$ cat config.mk
export PLATFORM = sky130hd
export DESIGN_NAME = lsu_ctrl
export DESIGN_NICKNAME = d
export VERILOG_FILES = /design/src/rtl/lsu_pkg.sv /design/src/rtl/lsu_lane_align.sv /design/src/rtl/lsu_ctrl.sv
export SDC_FILE = /design/constraint.sdc
export NUM_CORES = 1
export LEC_CHECK = 0
export BUFFER_PORTS_ARGS = -buffer_cell sky130_fd_sc_hd__buf_2
export CAP_MARGIN = 25
export CORE_ASPECT_RATIO = 0.6
export CORE_MARGIN = 2
export CORE_UTILIZATION = 55
export DETAILED_ROUTE_END_ITERATION = 7
export HOLD_SLACK_MARGIN = 0.1
export PLACE_DENSITY_LB_ADDON = 0.05
export SLEW_MARGIN = 20
export SYNTH_ARGS = -nofsm -noshare
export SYNTH_HDL_FRONTEND = slang
export SYNTH_SLANG_ARGS = --single-unit
$ cat constraint.sdc
create_clock -name clk -period 5.1 [get_ports clk]
set_input_delay 0 -clock clk [delete_from_list [all_inputs] [get_ports clk]]
set_output_delay 0 -clock clk [all_outputs]
set_load 0.01 [all_outputs]
$ cat src/rtl/lsu_pkg.sv
// Shared encodings for the load/store unit: access sizes, FSM states, latched request.
package lsu_pkg;

    localparam logic [1:0] SZ_BYTE = 2'b00;
    localparam logic [1:0] SZ_HALF = 2'b01;
    localparam logic [1:0] SZ_WORD = 2'b10;

    localparam int RD_LAT_DEF = 2;

    typedef enum logic [2:0] {
        ST_IDLE,
        ST_READ,
        ST_CAPT,
        ST_WRITE,
        ST_RESP
    } state_t;

    typedef struct packed {
        logic        we;
        logic [1:0]  size;
        logic        uns;
        logic [1:0]  off;
        logic [31:0] wdata;
    } req_t;

    // Size 2'b11 behaves as a word everywhere.
    function automatic logic is_sub(input logic [1:0] size);
        return !size[1];
    endfunction

    function automatic logic misaligned(input logic [1:0] size, input logic [1:0] off);
        case (size)
            SZ_BYTE: return 1'b0;
            SZ_HALF: return off[0];
            default: return off != 2'b00;
        endcase
    endfunction

endpackage

$ cat src/rtl/lsu_lane_align.sv
// Little-endian lane handling: load extract/extend and sub-word store merge.
module lsu_lane_align
    import lsu_pkg::*;
(
    input  logic [31:0] rword,
    input  logic [31:0] old_word,
    input  logic [31:0] wdata,
    input  logic [1:0]  off,
    input  logic [1:0]  size,
    input  logic        uns,
    output logic [31:0] ldata,
    output logic [31:0] merged
);

    logic [7:0]  lb;
    logic [15:0] lh;

    always_comb begin
        lb = rword[{off, 3'b000} +: 8];
        lh = off[1] ? rword[31:16] : rword[15:0];
        case (size)
            SZ_BYTE: ldata = {{24{lb[7] & ~uns}}, lb};
            SZ_HALF: ldata = {{16{lh[15] & ~uns}}, lh};
            default: ldata = rword;
        endcase
    end

    always_comb begin
        merged = old_word;
        case (size)
            SZ_BYTE: merged[{off, 3'b000} +: 8] = wdata[7:0];
            SZ_HALF: begin
                if (off[1]) merged[31:16] = wdata[15:0];
                else        merged[15:0]  = wdata[15:0];
            end
            default: merged = wdata;
        endcase
    end

endmodule

$ cat src/rtl/lsu_ctrl.sv
// Load/store control: sequences multi-cycle reads, read-modify-write for sub-word
// stores, and returns extended load data with a misalignment flag.
module lsu_ctrl
    import lsu_pkg::*;
#(
    parameter int RD_LAT = RD_LAT_DEF,
    parameter int MEM_AW = 10
) (
    input  logic        clk,
    input  logic        reset,
    input  logic        req_valid,
    output logic        req_ready,
    input  logic        req_we,
    input  logic [1:0]  req_size,
    input  logic        req_unsigned,
    input  logic [31:0] req_addr,
    input  logic [31:0] req_wdata,
    output logic        resp_valid,
    output logic        resp_err,
    output logic [31:0] resp_rdata,
    output logic [31:0] mem_addr,
    output logic [31:0] mem_wdata,
    output logic        mem_rd,
    output logic        mem_wr,
    input  logic [31:0] mem_rdata
);

    localparam int            CW       = (RD_LAT > 1) ? $clog2(RD_LAT) : 1;
    localparam logic [CW-1:0] CNT_INIT = CW'(RD_LAT - 1);

    state_t        state, state_nxt;
    req_t          r;
    logic [CW-1:0] cnt;
    logic [31:0]   ldata, merged;
    logic          req_mis;
    logic          unused_addr_hi;

    // Upper address bits alias away by construction.
    assign unused_addr_hi = ^req_addr[31:MEM_AW+2];

    assign req_mis   = misaligned(req_size, req_addr[1:0]);
    assign req_ready = (state == ST_IDLE) && !reset;
    assign mem_rd    = (state == ST_READ);
    assign mem_wr    = (state == ST_WRITE);

    lsu_lane_align u_align (
        .rword    (mem_rdata),
        .old_word (mem_rdata),
        .wdata    (r.wdata),
        .off      (r.off),
        .size     (r.size),
        .uns      (r.uns),
        .ldata    (ldata),
        .merged   (merged)
    );

    always_comb begin
        state_nxt = state;
        case (state)
            ST_IDLE: begin
                if (req_valid) begin
                    if (req_mis)                         state_nxt = ST_RESP;
                    else if (req_we && !is_sub(req_size)) state_nxt = ST_WRITE;
                    else                                 state_nxt = ST_READ;
                end
            end
            ST_READ:  if (cnt == '0) state_nxt = ST_CAPT;
            ST_CAPT:  state_nxt = r.we ? ST_WRITE : ST_RESP;
            ST_WRITE: state_nxt = ST_RESP;
            ST_RESP:  state_nxt = ST_IDLE;
            default:  state_nxt = ST_IDLE;
        endcase
    end

    always_ff @(posedge clk or posedge reset) begin
        if (reset) begin
            state      <= ST_IDLE;
            r          <= '0;
            cnt        <= '0;
            resp_valid <= 1'b0;
            resp_err   <= 1'b0;
            resp_rdata <= '0;
            mem_addr   <= '0;
            mem_wdata  <= '0;
        end else begin
            state      <= state_nxt;
            resp_valid <= (state_nxt == ST_RESP);
            // Only a misaligned request jumps straight from IDLE to RESP.
            resp_err   <= (state == ST_IDLE) && (state_nxt == ST_RESP);
            case (state)
                ST_IDLE: begin
                    if (req_valid) begin
                        r.we      <= req_we;
                        r.size    <= req_size;
                        r.uns     <= req_unsigned;
                        r.off     <= req_addr[1:0];
                        r.wdata   <= req_wdata;
                        cnt       <= CNT_INIT;
                        mem_addr  <= {{(32-MEM_AW){1'b0}}, req_addr[MEM_AW+1:2]};
                        mem_wdata <= req_wdata;
                    end
                end
                ST_READ: cnt <= cnt - 1'b1;
                ST_CAPT: begin
                    if (r.we) mem_wdata  <= merged;
                    else      resp_rdata <= ldata;
                end
                default: ;
            endcase
        end
    end

endmodule

# Word-level counts from Yosys, hierarchy flattened
# Cells that the tools add are included.
# totals
output_inout_bits,101
reg_bits,118
# op_classes
n_eq_ne,8
mux,18
n_reduce_logical,14
n_shift,3
bitwise_logic,4
add_sub_neg,2
# op_table
op,count
32-bit one-hot mux with 2 select lines,3
32-bit two-way mux,2
16-bit two-way mux,3
32-bit bitwise mux,1
"8-bit by 7-bit variable shift with 32-bit output, first input constant",1
32-bit by 6-bit variable part select with 8-bit output,1
8-bit by 7-bit variable part select with 32-bit output,1
3-bit two-way mux,4
3-bit one-hot mux with 4 select lines,1
5-bit negation with 7-bit output,1
"3-bit by 2-bit equality test with 1-bit output, second input constant",2
2-bit AND reduction,3
2-bit nonzero test,3
"2-bit by 1-bit equality test with 1-bit output, second input constant",2
2-bit logical NOT,2
"2-bit != test, second input constant",2
1-bit one-hot mux with 2 select lines,2
"3-bit by 1-bit equality test with 1-bit output, second input constant",1
"3-bit equality test, second input constant",1
1-bit logical AND,3
3-bit logical NOT,1
3-bit AND reduction,1
1-bit AND,2
2-bit two-way mux,1
other kinds (4),5

# Longest topological paths before layout
# Gate-level depths: netlist of the first run.
# logic_depth
ltp_word,7
ltp_mapped,8

# Hierarchy
# From an unflattened synthesis of the first run, not the netlist that was laid out.
# unflattened
cells_unflattened,588
area_unflattened_um2,6766.5
# by_module_without_submodules
module,cells_each,area_each_um2,seq_area_each_um2,n_inst
lsu_ctrl,328,5109.9,2952.8,1
lsu_lane_align,260,1656.6,0.0,1

# Worst setup path before layout of the first run
# No wires, ideal clock.
# synth_timing
kind,register to register
startpoint,reg r[33] (netlist name)
endpoint,reg mem_wdata[17]
arrival_time_ns,2.266
path_buffers,2
path_slack_ns,2.739
setup_time_ns,0.095
required_ns,5.005
synth_period_minus_slack_ns,2.361
path_stages_with_launch,9
path_cell_list,dfrtp_1 buf_2 clkinv_1 ha_1 clkbuf_1 nor4bb_1 o2bb2ai_1 a221oi_1 o31ai_1
# synth_via
elab_chain_len,6
# synth_lines
item,line_no,source
5-bit negation with 7-bit output,lsu_lane_align.sv:31,"SZ_BYTE: merged[{off, 3'b000} +: 8] = wdata[7:0];"
8-bit by 7-bit variable part select with 32-bit output / 8-bit by 7-bit variable shift with 32-bit output (equally long branches),lsu_lane_align.sv:31,
32-bit bitwise mux,lsu_lane_align.sv:31,
32-bit one-hot mux with 2 select lines (*),lsu_lane_align.sv:30,case (size)
32-bit two-way mux (*),lsu_ctrl.sv:105,if (r.we) mem_wdata <= merged;
32-bit one-hot mux with 2 select lines (*),lsu_ctrl.sv:90,case (state)
"end signal, assigned",lsu_ctrl.sv:100,mem_wdata <= req_wdata;
"end signal, assigned",lsu_ctrl.sv:105,
"end, declared",lsu_ctrl.sv:22,"output logic [31:0] mem_wdata,"
# Mark *: on every way between the ends. The rest lies on a longest branch, timed or not. The select of a mux whose other input is x is not followed.
# A chain may end at the register's enable or synchronous reset.

# Worst setup path after layout of the first run
# layout_timing
startpoint,reg r[33] (netlist name)
endpoint,reg mem_wdata[23]
# layout_via
elab_chain_len,6
# layout_lines
item,line_no
5-bit negation with 7-bit output,lsu_lane_align.sv:31
8-bit by 7-bit variable part select with 32-bit output / 8-bit by 7-bit variable shift with 32-bit output (equally long branches),lsu_lane_align.sv:31
32-bit bitwise mux,lsu_lane_align.sv:31
32-bit one-hot mux with 2 select lines (*),lsu_lane_align.sv:30
32-bit two-way mux (*),lsu_ctrl.sv:105
32-bit one-hot mux with 2 select lines (*),lsu_ctrl.sv:90
# Marked as above.

==> flow_summary.yaml, run 1 <==
status:
  status: "completed"
timing:
  slew_headroom_pct: 35.56
  finalSetupTns_ps: 0
  timing_worst_slew_pin_value_ps: 966.7
  final-hold-violation-count: 0
  skew_ps: 7.775
  final-setup-viol-count: 0
  worst_slack_ps: 1968
  final.period_utilization_pct: 61.40
  timing.final.crit_period_ps: 3132
  grt_setup_unrepaired: "no"
  clock.fmax_mhz: 319.3
  final-max-slew-violation-count: 0
final_layout:
  layout-drive-gt1-share_pct: 24.36
  layoutNonFillerInstCount: 1084
  flow.area_growth_from_synthesis_pct: 34.69
  final_cell_area_um2: 8541
  finish.net_count: 1035
  final_cell_mix: "sky130_fd_sc_hd__nand2_1 (193), sky130_fd_sc_hd__buf_2 (161), sky130_fd_sc_hd__dfrtp_1 (117)"
  antennaDiodeCount: 0
  layout.cells.most_common: "sky130_fd_sc_hd__nand2_1"
placed_design:
  hpwl_after_detailed_placement_um: 13800
  place.detailed.instances: 969
  number_of_buffer_cells_added_on_primary_ports: 161
  placement.setup.worst_slack_ps: 2073
  gpl.final_weighted_congestion: 0.9131
  place_area_um2: 7096
yosys:
  mappedNetlistArea_um2: 6341
  netlist.top_cell.by_area: "sky130_fd_sc_hd__dfrtp_1"
  synth_top_area_share_pct: 46.57
  ys_seq_elements: 118
  ys_dominant_reg_cell: "sky130_fd_sc_hd__dfrtp_1"
  postSynthAreaPerCell_um2: 8.944
  post_synth_arst_share_pct: 100.0
  synth_edf_count: 0
  distinct_cells_synth: 56
  synthesis.instances: 709
  synthesis.yosys.warnings: 0
  synth_seq_area_share_pct: 46.57
  yosys-top-cells-area: "sky130_fd_sc_hd__dfrtp_1 (47%), sky130_fd_sc_hd__nand2_1 (11%), sky130_fd_sc_hd__o31ai_1 (2.7%)"
worst_hold_path:
  hold_path_class: "primary input to register"
detailed_routing:
  post_drt_wl_per_cell_um: 19.53
  firstDrtPassIters: 5
  vias: 6533
  drc: 0
  wl_um: 21170
  routed_via_density: 6.027
  drt_iter0_markers: 579
  antenna_left: 0
grt:
  first_global_vias: 6030
  grt_overflow: 0
  wire_length_of_the_first_global_routing_pass_um: 32780
  grt_antenna_before_repair: 0
  grt_util_all_layers_pct: 34.82
  pin_count_of_the_biggest_net_entering_global_routing: 71
clock_network:
  clkTransAtPathRegs_ps: 60
  cts-buffers-inserted: 17
  clockBufferDepth: 2
  clk_latency_ps: 420
  h-tree-depth: 4
  cts_repair_resize_count: 0
  cts-root-buf: "sky130_fd_sc_hd__clkbuf_16"
  tritoncts_num_sinks: 118
  tritoncts: "done"
power:
  ir_worst_vdd_mv: 0.3728
  power_density_nw_per_um2: 631.6
  p_total_mw: 5.394
  total_leakage_power_nw: 4.117
worst_setup_path:
  worst_setup_path_start_kind: "register"
  critical_path.max_fanout: 31
  cp_data_arrival_time_ps: 3440
  timing.critical_path.to_type: "register"
  critical_path_required_ps: 5410
  timing_worst_setup_path_type: "register to register"
floorplan:
  floorplan.initialDensity_pct: 56.31
  fp.dieArea_um2: 12430
  core-area_um2: 11260
  io_pins: 204
  fp-row-count: 30
  fp.dieH_um: 87.17
  dieWidth_um: 142.6
run:
  max-cap-violations: 0
[timing repair]
action / 4_1_cts / 5_1_grt
hold buffers: 83 / 0
buffers inserted: 0 / 0
hold endpoints to repair: 173 / 0
[layer usage]
layer,global-route usage [%],part of all wire [%],wire length (um),vias up
met5,0,0,0,-
met4,12.96,2.5,525,0
met3,6.542,9.5,2002,57
met2,52.05,44,9348,403
met1,50.86,44,9295,3169
li1,-,-,-,2904
[synthesized netlist by cell type, drive strengths merged, types with 3 or more instances]
| master | instances |
|---|---|
| buf | 44 |
| nand2b | 3 |
| a211oi | 18 |
| a211o | 6 |
| ha | 5 |
| nor2 | 44 |
| nor3 | 5 |
| or3 | 11 |
| a221o | 8 |
| nand2 | 193 |
| and4 | 8 |
| mux2 | 15 |
| nand3 | 33 |
| inv | 6 |
| nor2b | 5 |
| a221oi | 15 |
| nor4b | 9 |
| clkbuf | 30 |
| a21oi | 21 |
| and3b | 8 |
| dfrtp | 118 |
| o31ai | 23 |
| nor3b | 10 |
| mux2i | 12 |
| o21ai | 29 |
| a2111oi | 8 |
[cell families after synthesis]
family          synth area share (%)
simple gates                   25.14
flops                          46.57
buf+inv                        6.748
other cells                  0.05914
mux                            4.558
compound gates                 15.94
fa+ha+maj                     0.9866
[state kept, by name, indices dropped and copies added (netlist names)]
name,count
r,38
mem_wdata,32
resp_rdata,32
mem_addr,10
state,3
cnt,1
resp_err,1
resp_valid,1
[per-stage QoR]
stage | hold WS (ps) | utilization, %
floorplan | 46.61 | -
global placement | 174.9 | 62.77
detailed placement | 193.0 | 63.01
CTS | 188.4 | 75.84
global route | 252.0 | 75.84
finish | 205.3 | 75.84
[worst max-delay path, stage by stage (launching register included)]
cell	delay [ps]
sky130_fd_sc_hd__dfrtp_1	320
sky130_fd_sc_hd__buf_4	370
sky130_fd_sc_hd__clkinv_1	460
sky130_fd_sc_hd__ha_1	600
sky130_fd_sc_hd__nor4bb_1	410
sky130_fd_sc_hd__o2bb2ai_1	380
sky130_fd_sc_hd__a221oi_1	180
sky130_fd_sc_hd__o31ai_1	320
[layout make-up]
cell class	count	area, um2
multi-input combinational	531	3047
sequential	118	2954
fill	794	2720
timing repair buffer	252	1717
clock buffer	20	436.7
tap	144	180.2
clock inverter	12	177.7
inverter	7	28.78
[report_power, final]
group	switching, mW	total [mW]	internal [mW]
combinational	1.42	2.32	0.902
sequential	0.399	1.80	1.40
clock	0.448	1.27	0.818
[path summary, 6_finish.rpt]
| kind | slack [ps] | to | depth (start not counted) | from |
|---|---|---|---|---|
| min reg2reg | 470 | mem_addr[1] | 2 | mem_addr[1] |
| max in group asynchronous | 3580 | mem_wdata[17] | 4 | reset |
| min | 210 | mem_addr[9] | 5 | req_valid |
| min in group asynchronous | 290 | state[2] | 3 | reset |
| max | 1970 | mem_wdata[23] | 7 | r[33] |
| max reg2reg | 1970 | mem_wdata[23] | 7 | r[33] |
No activity file was read; power rests on OpenSTA's default activity.
==> inputs of run 2 (changes only) <==
CORE_UTILIZATION = 47   (was 55)
clock period = 2.8 ns   (was 5.1 ns; I/O delays follow)
==> flow_summary.yaml, run 2 (same netlist as run 1, synthesis figures left out) <==
status:
  status: "completed"
timing:
  slew_headroom_pct: 46.08
  final-hold-violation-count: 0
  finalSetupTns_ps: 0
  final-setup-viol-count: 0
  final-max-slew-violation-count: 0
  clock.fmax_mhz: 388.1
  skew_ps: 12.13
  final.period_utilization_pct: 92.02
  timing.final.crit_period_ps: 2577
  grt_setup_unrepaired: "no"
  timing_worst_slew_pin_value_ps: 788.4
final_layout:
  final_cell_mix: "sky130_fd_sc_hd__nand2_1 (193), sky130_fd_sc_hd__buf_2 (161), sky130_fd_sc_hd__dfrtp_1 (117)"
  layout_top_registers: "r x38, mem_wdata x32, resp_rdata x32"
  flow.area_growth_from_synthesis_pct: 35.64
  finish.net_count: 1050
  post-route-util_pct: 66.10
  antennaDiodeCount: 0
  flip_flop_count_of_the_largest_register_all_copies_and_words_added: 38
  layout.cells.most_common: "sky130_fd_sc_hd__nand2_1"
  registers.top_by_ff_count: "r"
  layout-drive-gt1-share_pct: 25.71
worst_setup_path:
  timing.critical_path.to_type: "register"
  critical_path_sink: "mem_wdata[14]"
  worst_setup_path_start_kind: "register"
  critical_path.max_fanout: 9
  worst_r2r_endpoint: "mem_wdata[14]"
  cp_data_arrival_time_ps: 2850
  timing_worst_setup_path_type: "register to register"
  r2r_slack_ps: 220
  timing.critical_path.from: "r[33]"
  critical_path_required_ps: 3070
  startpoint_of_the_worst_slack_reg_to_reg_timing_path: "r[33]"
  rr_worst_depth: 7
grt:
  first_global_vias: 5992
  wire_length_of_the_first_global_routing_pass_um: 32370
  grt_util_all_layers_pct: 29.14
  grt_antenna_before_repair: 0
  grt_overflow: 0
  pin_count_of_the_biggest_net_entering_global_routing: 66
power:
  power_report.internal_total_mw: 5.454
  total_leakage_power_nw: 4.144
  p_sw_mw: 4.059
  pwr-share-clk_pct: 20.5
  power_density_nw_per_um2: 1106
  pwr-share-comb_pct: 44.7
  sw_frac_of_total_pct: 42.67
  ir_worst_vdd_mv: 0.6715
  power_frac_seq_pct: 34.8
clock_network:
  clk_latency_ps: 410
  tritoncts: "done"
  cts-root-buf: "sky130_fd_sc_hd__clkbuf_16"
  clockBufferDepth: 2
  h-tree-depth: 4
  clkTransAtPathRegs_ps: 50
  cts-buffers-inserted: 17
  tritoncts_num_sinks: 118
detailed_routing:
  maxUsedRoutingLayer: "met4"
  route.met2.wl_um: 9029
  post_drt_wl_per_cell_um: 18.52
  route.layer.met1.wl_um: 9419
  vias: 6344
  drc: 0
  wl_met3_um: 1936
  drt_iter0_markers: 433
  wl_um: 20790
  firstDrtPassIters: 4
  antenna_left: 0
  routed_via_density: 5.649
floorplan:
  floorplan.initialDensity_pct: 48.73
  core-area_um2: 13010
  io_pins: 204
  fp-row-count: 32
  dieWidth_um: 154.0
  fp.dieH_um: 93.97
  fp.dieArea_um2: 14470
placed_design:
  gpl.final_weighted_congestion: 0.9071
  number_of_buffer_cells_added_on_primary_ports: 161
  hpwl_after_detailed_placement_um: 14430
worst_hold_path:
  hold_path_class: "primary input to async pin"
run:
  max-cap-violations: 0
## run 2: per-stage QoR
step / hold WS [ps] / total power, mW / cells / setup WS (ps) / instance area, um2
final: 219.9 / 9.513 / 1123 / 223.4 / 8601
after global routing: 283.7 / 10.14 / 1123 / 110.1 / 8601
after CTS: 234.8 / 9.466 / 1123 / 335.7 / 8601
after detailed placement: 113.5 / 7.404 / 1011 / 342.4 / 7254
after global placement: 113.5 / 7.281 / 1011 / 354.4 / 7254
after floorplan: 46.61 / 5.860 / 730 / 438.6 / 6424
## run 2: what timing repair did
action                                  4_1_cts  5_1_grt
buffers inserted                              0        0
hold buffers                                 82        0
gates resized for setup                       0        0
endpoints found under the hold margin       141        0
endpoints found under the setup margin        0        0
## run 2: worst max-delay path: stages (launching register included)
cell                        delay, ps
sky130_fd_sc_hd__dfrtp_1          370
sky130_fd_sc_hd__clkinv_1         150
sky130_fd_sc_hd__ha_1             320
sky130_fd_sc_hd__nor2b_1          480
sky130_fd_sc_hd__nor4b_1          100
sky130_fd_sc_hd__a2111oi_0        740
sky130_fd_sc_hd__buf_4            230
sky130_fd_sc_hd__o31ai_1           60
## run 2: final cells by class
cell class | count | area [um2]
Clock buffer | 21 | 470.5
Sequential cell | 118 | 2954
Fill cell | 1081 | 4412
Inverter | 7 | 30.03
Clock inverter | 9 | 55.05
Multi-Input combinational cell | 531 | 3047
Tap cell | 170 | 212.7
Timing Repair Buffer | 267 | 1832
## run 2: how the worst min path moves through the flow
stage,from,to,slack [ps],cells after the start
2_1_floorplan,reset,req_ready,50,1
3_3_place_gp,reset,state[0],110,2
3_5_place_dp,reset,mem_addr[9],110,2
4_1_cts,reset,mem_addr[9],230,3
5_1_grt,reset,cnt,280,3
6_report,reset,mem_addr[9],220,3
## run 2: layer usage
metal	GRT usage, %	up-vias
met1	41.88	3049
met2	44.47	334
met4	8.801	0
met3	6.181	42
li1	-	2919
met5	0	-
## run 2: power by group through the flow
stage | logic (mW) | clock network [mW] | registers [mW]
3_3_place_gp | 4.02 | 0 | 3.27
6_report | 4.25 | 1.95 | 3.31
3_5_place_dp | 4.11 | 0 | 3.29
4_1_cts | 4.22 | 1.97 | 3.28
2_1_floorplan | 2.56 | 0 | 3.30
5_1_grt | 4.69 | 2.04 | 3.42
==> inputs of run 3 (changes only) <==
BUFFER_PORTS_ARGS = -buffer_cell sky130_fd_sc_hd__buf_4   (was -buffer_cell sky130_fd_sc_hd__buf_2)
PLACE_DENSITY = 0.78   (was default)
PLACE_DENSITY_LB_ADDON = default   (was 0.05)
==> flow_summary.yaml, run 3 (same netlist as run 1, synthesis figures left out) <==
status:
  status: "completed"
detailed_routing:
  drc: 0
  vias: 6528
  drt_iter0_markers: 648
  post_drt_wl_per_cell_um: 19.53
  antenna_left: 0
  routed_via_density: 5.798
  wl_um: 21990
  firstDrtPassIters: 4
power:
  total_leakage_power_nw: 4.322
  pwr-share-clk_pct: 21.8
  power_density_nw_per_um2: 1128
  power_report.internal_total_mw: 6.075
  sw_frac_of_total_pct: 40.86
  ir_worst_vdd_mv: 0.5983
  power_frac_seq_pct: 32.5
  pwr-share-comb_pct: 45.7
  p_sw_mw: 4.197
placed_design:
  gpl.final_weighted_congestion: 0.9229
  hpwl_after_detailed_placement_um: 14420
  number_of_buffer_cells_added_on_primary_ports: 161
  placement.setup.worst_slack_ps: 252.7
final_layout:
  layout-drive-gt1-share_pct: 25.73
  flow.area_growth_from_synthesis_pct: 43.59
  finish.net_count: 1053
  registers.top_by_ff_count: "r"
  antennaDiodeCount: 0
  flip_flop_count_of_the_largest_register_all_copies_and_words_added: 38
  layout_top_registers: "r x38, mem_wdata x32, resp_rdata x32"
  final_cell_mix: "sky130_fd_sc_hd__nand2_1 (193), sky130_fd_sc_hd__buf_4 (184), sky130_fd_sc_hd__dfrtp_1 (117)"
  layout.cells.most_common: "sky130_fd_sc_hd__nand2_1"
timing:
  timing.final.crit_period_ps: 2657
  clock.fmax_mhz: 376.4
  grt_setup_unrepaired: "no"
  timing_worst_slew_pin_value_ps: 907.1
  final-setup-viol-count: 0
  finalSetupTns_ps: 0
  final.period_utilization_pct: 94.89
  worst_slack_ps: 143.0
  final-hold-violation-count: 0
  skew_ps: 11.81
  slew_headroom_pct: 37.97
  final-max-slew-violation-count: 0
floorplan:
  core-area_um2: 13010
  fp-row-count: 32
  floorplan.initialDensity_pct: 48.73
  dieWidth_um: 154.0
  fp.dieH_um: 93.97
  io_pins: 204
  fp.dieArea_um2: 14470
worst_setup_path:
  slowest_stage: "sky130_fd_sc_hd__a2111oi_0"
  critical_path_required_ps: 3050
  path_delay_family: "compound AO/OA/AOI/OAI gates"
  cpPeakStageDelay_ps: 830
  cp_data_arrival_time_ps: 2910
  critPathBufInv: 1
  worst_setup_path_start_kind: "register"
  ordered_cell_list_for_the_critical_path: "clkinv_1 > ha_1 > nor2b_1 > nor4b_1 > a2111oi_0 > o31ai_1"
  critical_path.max_fanout: 9
  timing_worst_setup_path_type: "register to register"
  timing.critical_path.to_type: "register"
clock_network:
  cts_setup_buffers: 0
  h-tree-depth: 4
  tritoncts: "done"
  cts-root-buf: "sky130_fd_sc_hd__clkbuf_16"
  clockBufferDepth: 2
  cts-buffers-inserted: 17
  clk_latency_ps: 420
  clkTransAtPathRegs_ps: 60
  tritoncts_num_sinks: 118
grt:
  pin_count_of_the_biggest_net_entering_global_routing: 58
  grt_overflow: 0
  first_global_vias: 6292
  grt_util_all_layers_pct: 30.88
  wire_length_of_the_first_global_routing_pass_um: 34140
  grt_antenna_before_repair: 1
run:
  max-cap-violations: 0
worst_hold_path:
  hold_path_class: "primary input to async pin"
## run 3: cell types whose count changed in the layout (fill, tap and decap cells not counted), moves of 2 or more
| cell | before | now |
|---|---|---|
| sky130_fd_sc_hd__buf_2 | 161 | 0 |
| sky130_fd_sc_hd__a2111oi_1 | 1 | 3 |
| sky130_fd_sc_hd__buf_4 | 22 | 184 |
| sky130_fd_sc_hd__bufinv_16 | 0 | 3 |
| sky130_fd_sc_hd__clkinvlp_4 | 5 | 2 |
| sky130_fd_sc_hd__dlygate4sd3_1 | 82 | 84 |
| sky130_fd_sc_hd__a2111oi_0 | 6 | 4 |
## run 3: metal layers
metal  wire [um]  track usage [%]  part of all wire, %
met5           0                0                    0
met3        2398            8.948                   11
met4         524            10.67                  2.4
met1        9578            43.59                   44
met2        9488            45.52                   43
## run 3: final cells by class
class | instances | area, um2
multi-input cells | 531 | 3049
inverters | 7 | 30.03
flip-flops and latches | 118 | 2954
well taps | 170 | 212.7
clock buffers | 21 | 470.5
repair buffers | 270 | 2262
fillers | 948 | 3908
clock inverters | 9 | 126.4
## run 3: worst reg2reg max path, delay by kind of cell (launching register included)
| kind | cells | cell delay (ps) |
|---|---|---|
| simple gates | 2 | 610 |
| compound gates | 2 | 1010 |
| fa+ha+maj | 1 | 330 |
| flops | 1 | 370 |
| buf+inv | 1 | 180 |
## run 3: stage by stage
step	area [um2]	cells	util, %	hold slack [ps]	power [mW]
after CTS	9102	1126	69.95	147.9	10.14
after global placement	7665	1012	58.90	25.98	7.654
final	9105	1126	69.97	154.5	10.27
after detailed placement	7665	1012	58.90	27.42	7.746
after global routing	9105	1126	69.97	176.4	10.87
after floorplan	6424	730	-	46.61	5.860
## run 3: worst paths after layout
kind / startpoint / end / depth (start not counted) / slack [ps]
max in group asynchronous: reset / mem_addr[3] / 4 / 1990
min in group clk: req_valid / r[30] / 5 / 190
worst max register to register: r[33] / mem_wdata[12] / 6 / 140
worst min register to register: mem_addr[2] / mem_addr[2] / 2 / 470
worst min-delay path: reset / r[34] / 3 / 150
worst max-delay path: r[33] / mem_wdata[12] / 6 / 140
## run 3: power by group through the flow
stage	Clock, mW	Sequential (mW)	Combinational, mW
5_1_grt	2.32	3.43	5.12
3_3_place_gp	0	3.30	4.36
4_1_cts	2.24	3.29	4.61
2_1_floorplan	0	3.30	2.56
6_report	2.24	3.34	4.69
3_5_place_dp	0	3.29	4.45
## run 3: timing repair
item                       in CTS  in global routing
hold buffers                   84                  0
setup endpoints to repair       0                  2
hold endpoints to repair      233                  0
gates resized for setup         0                  2
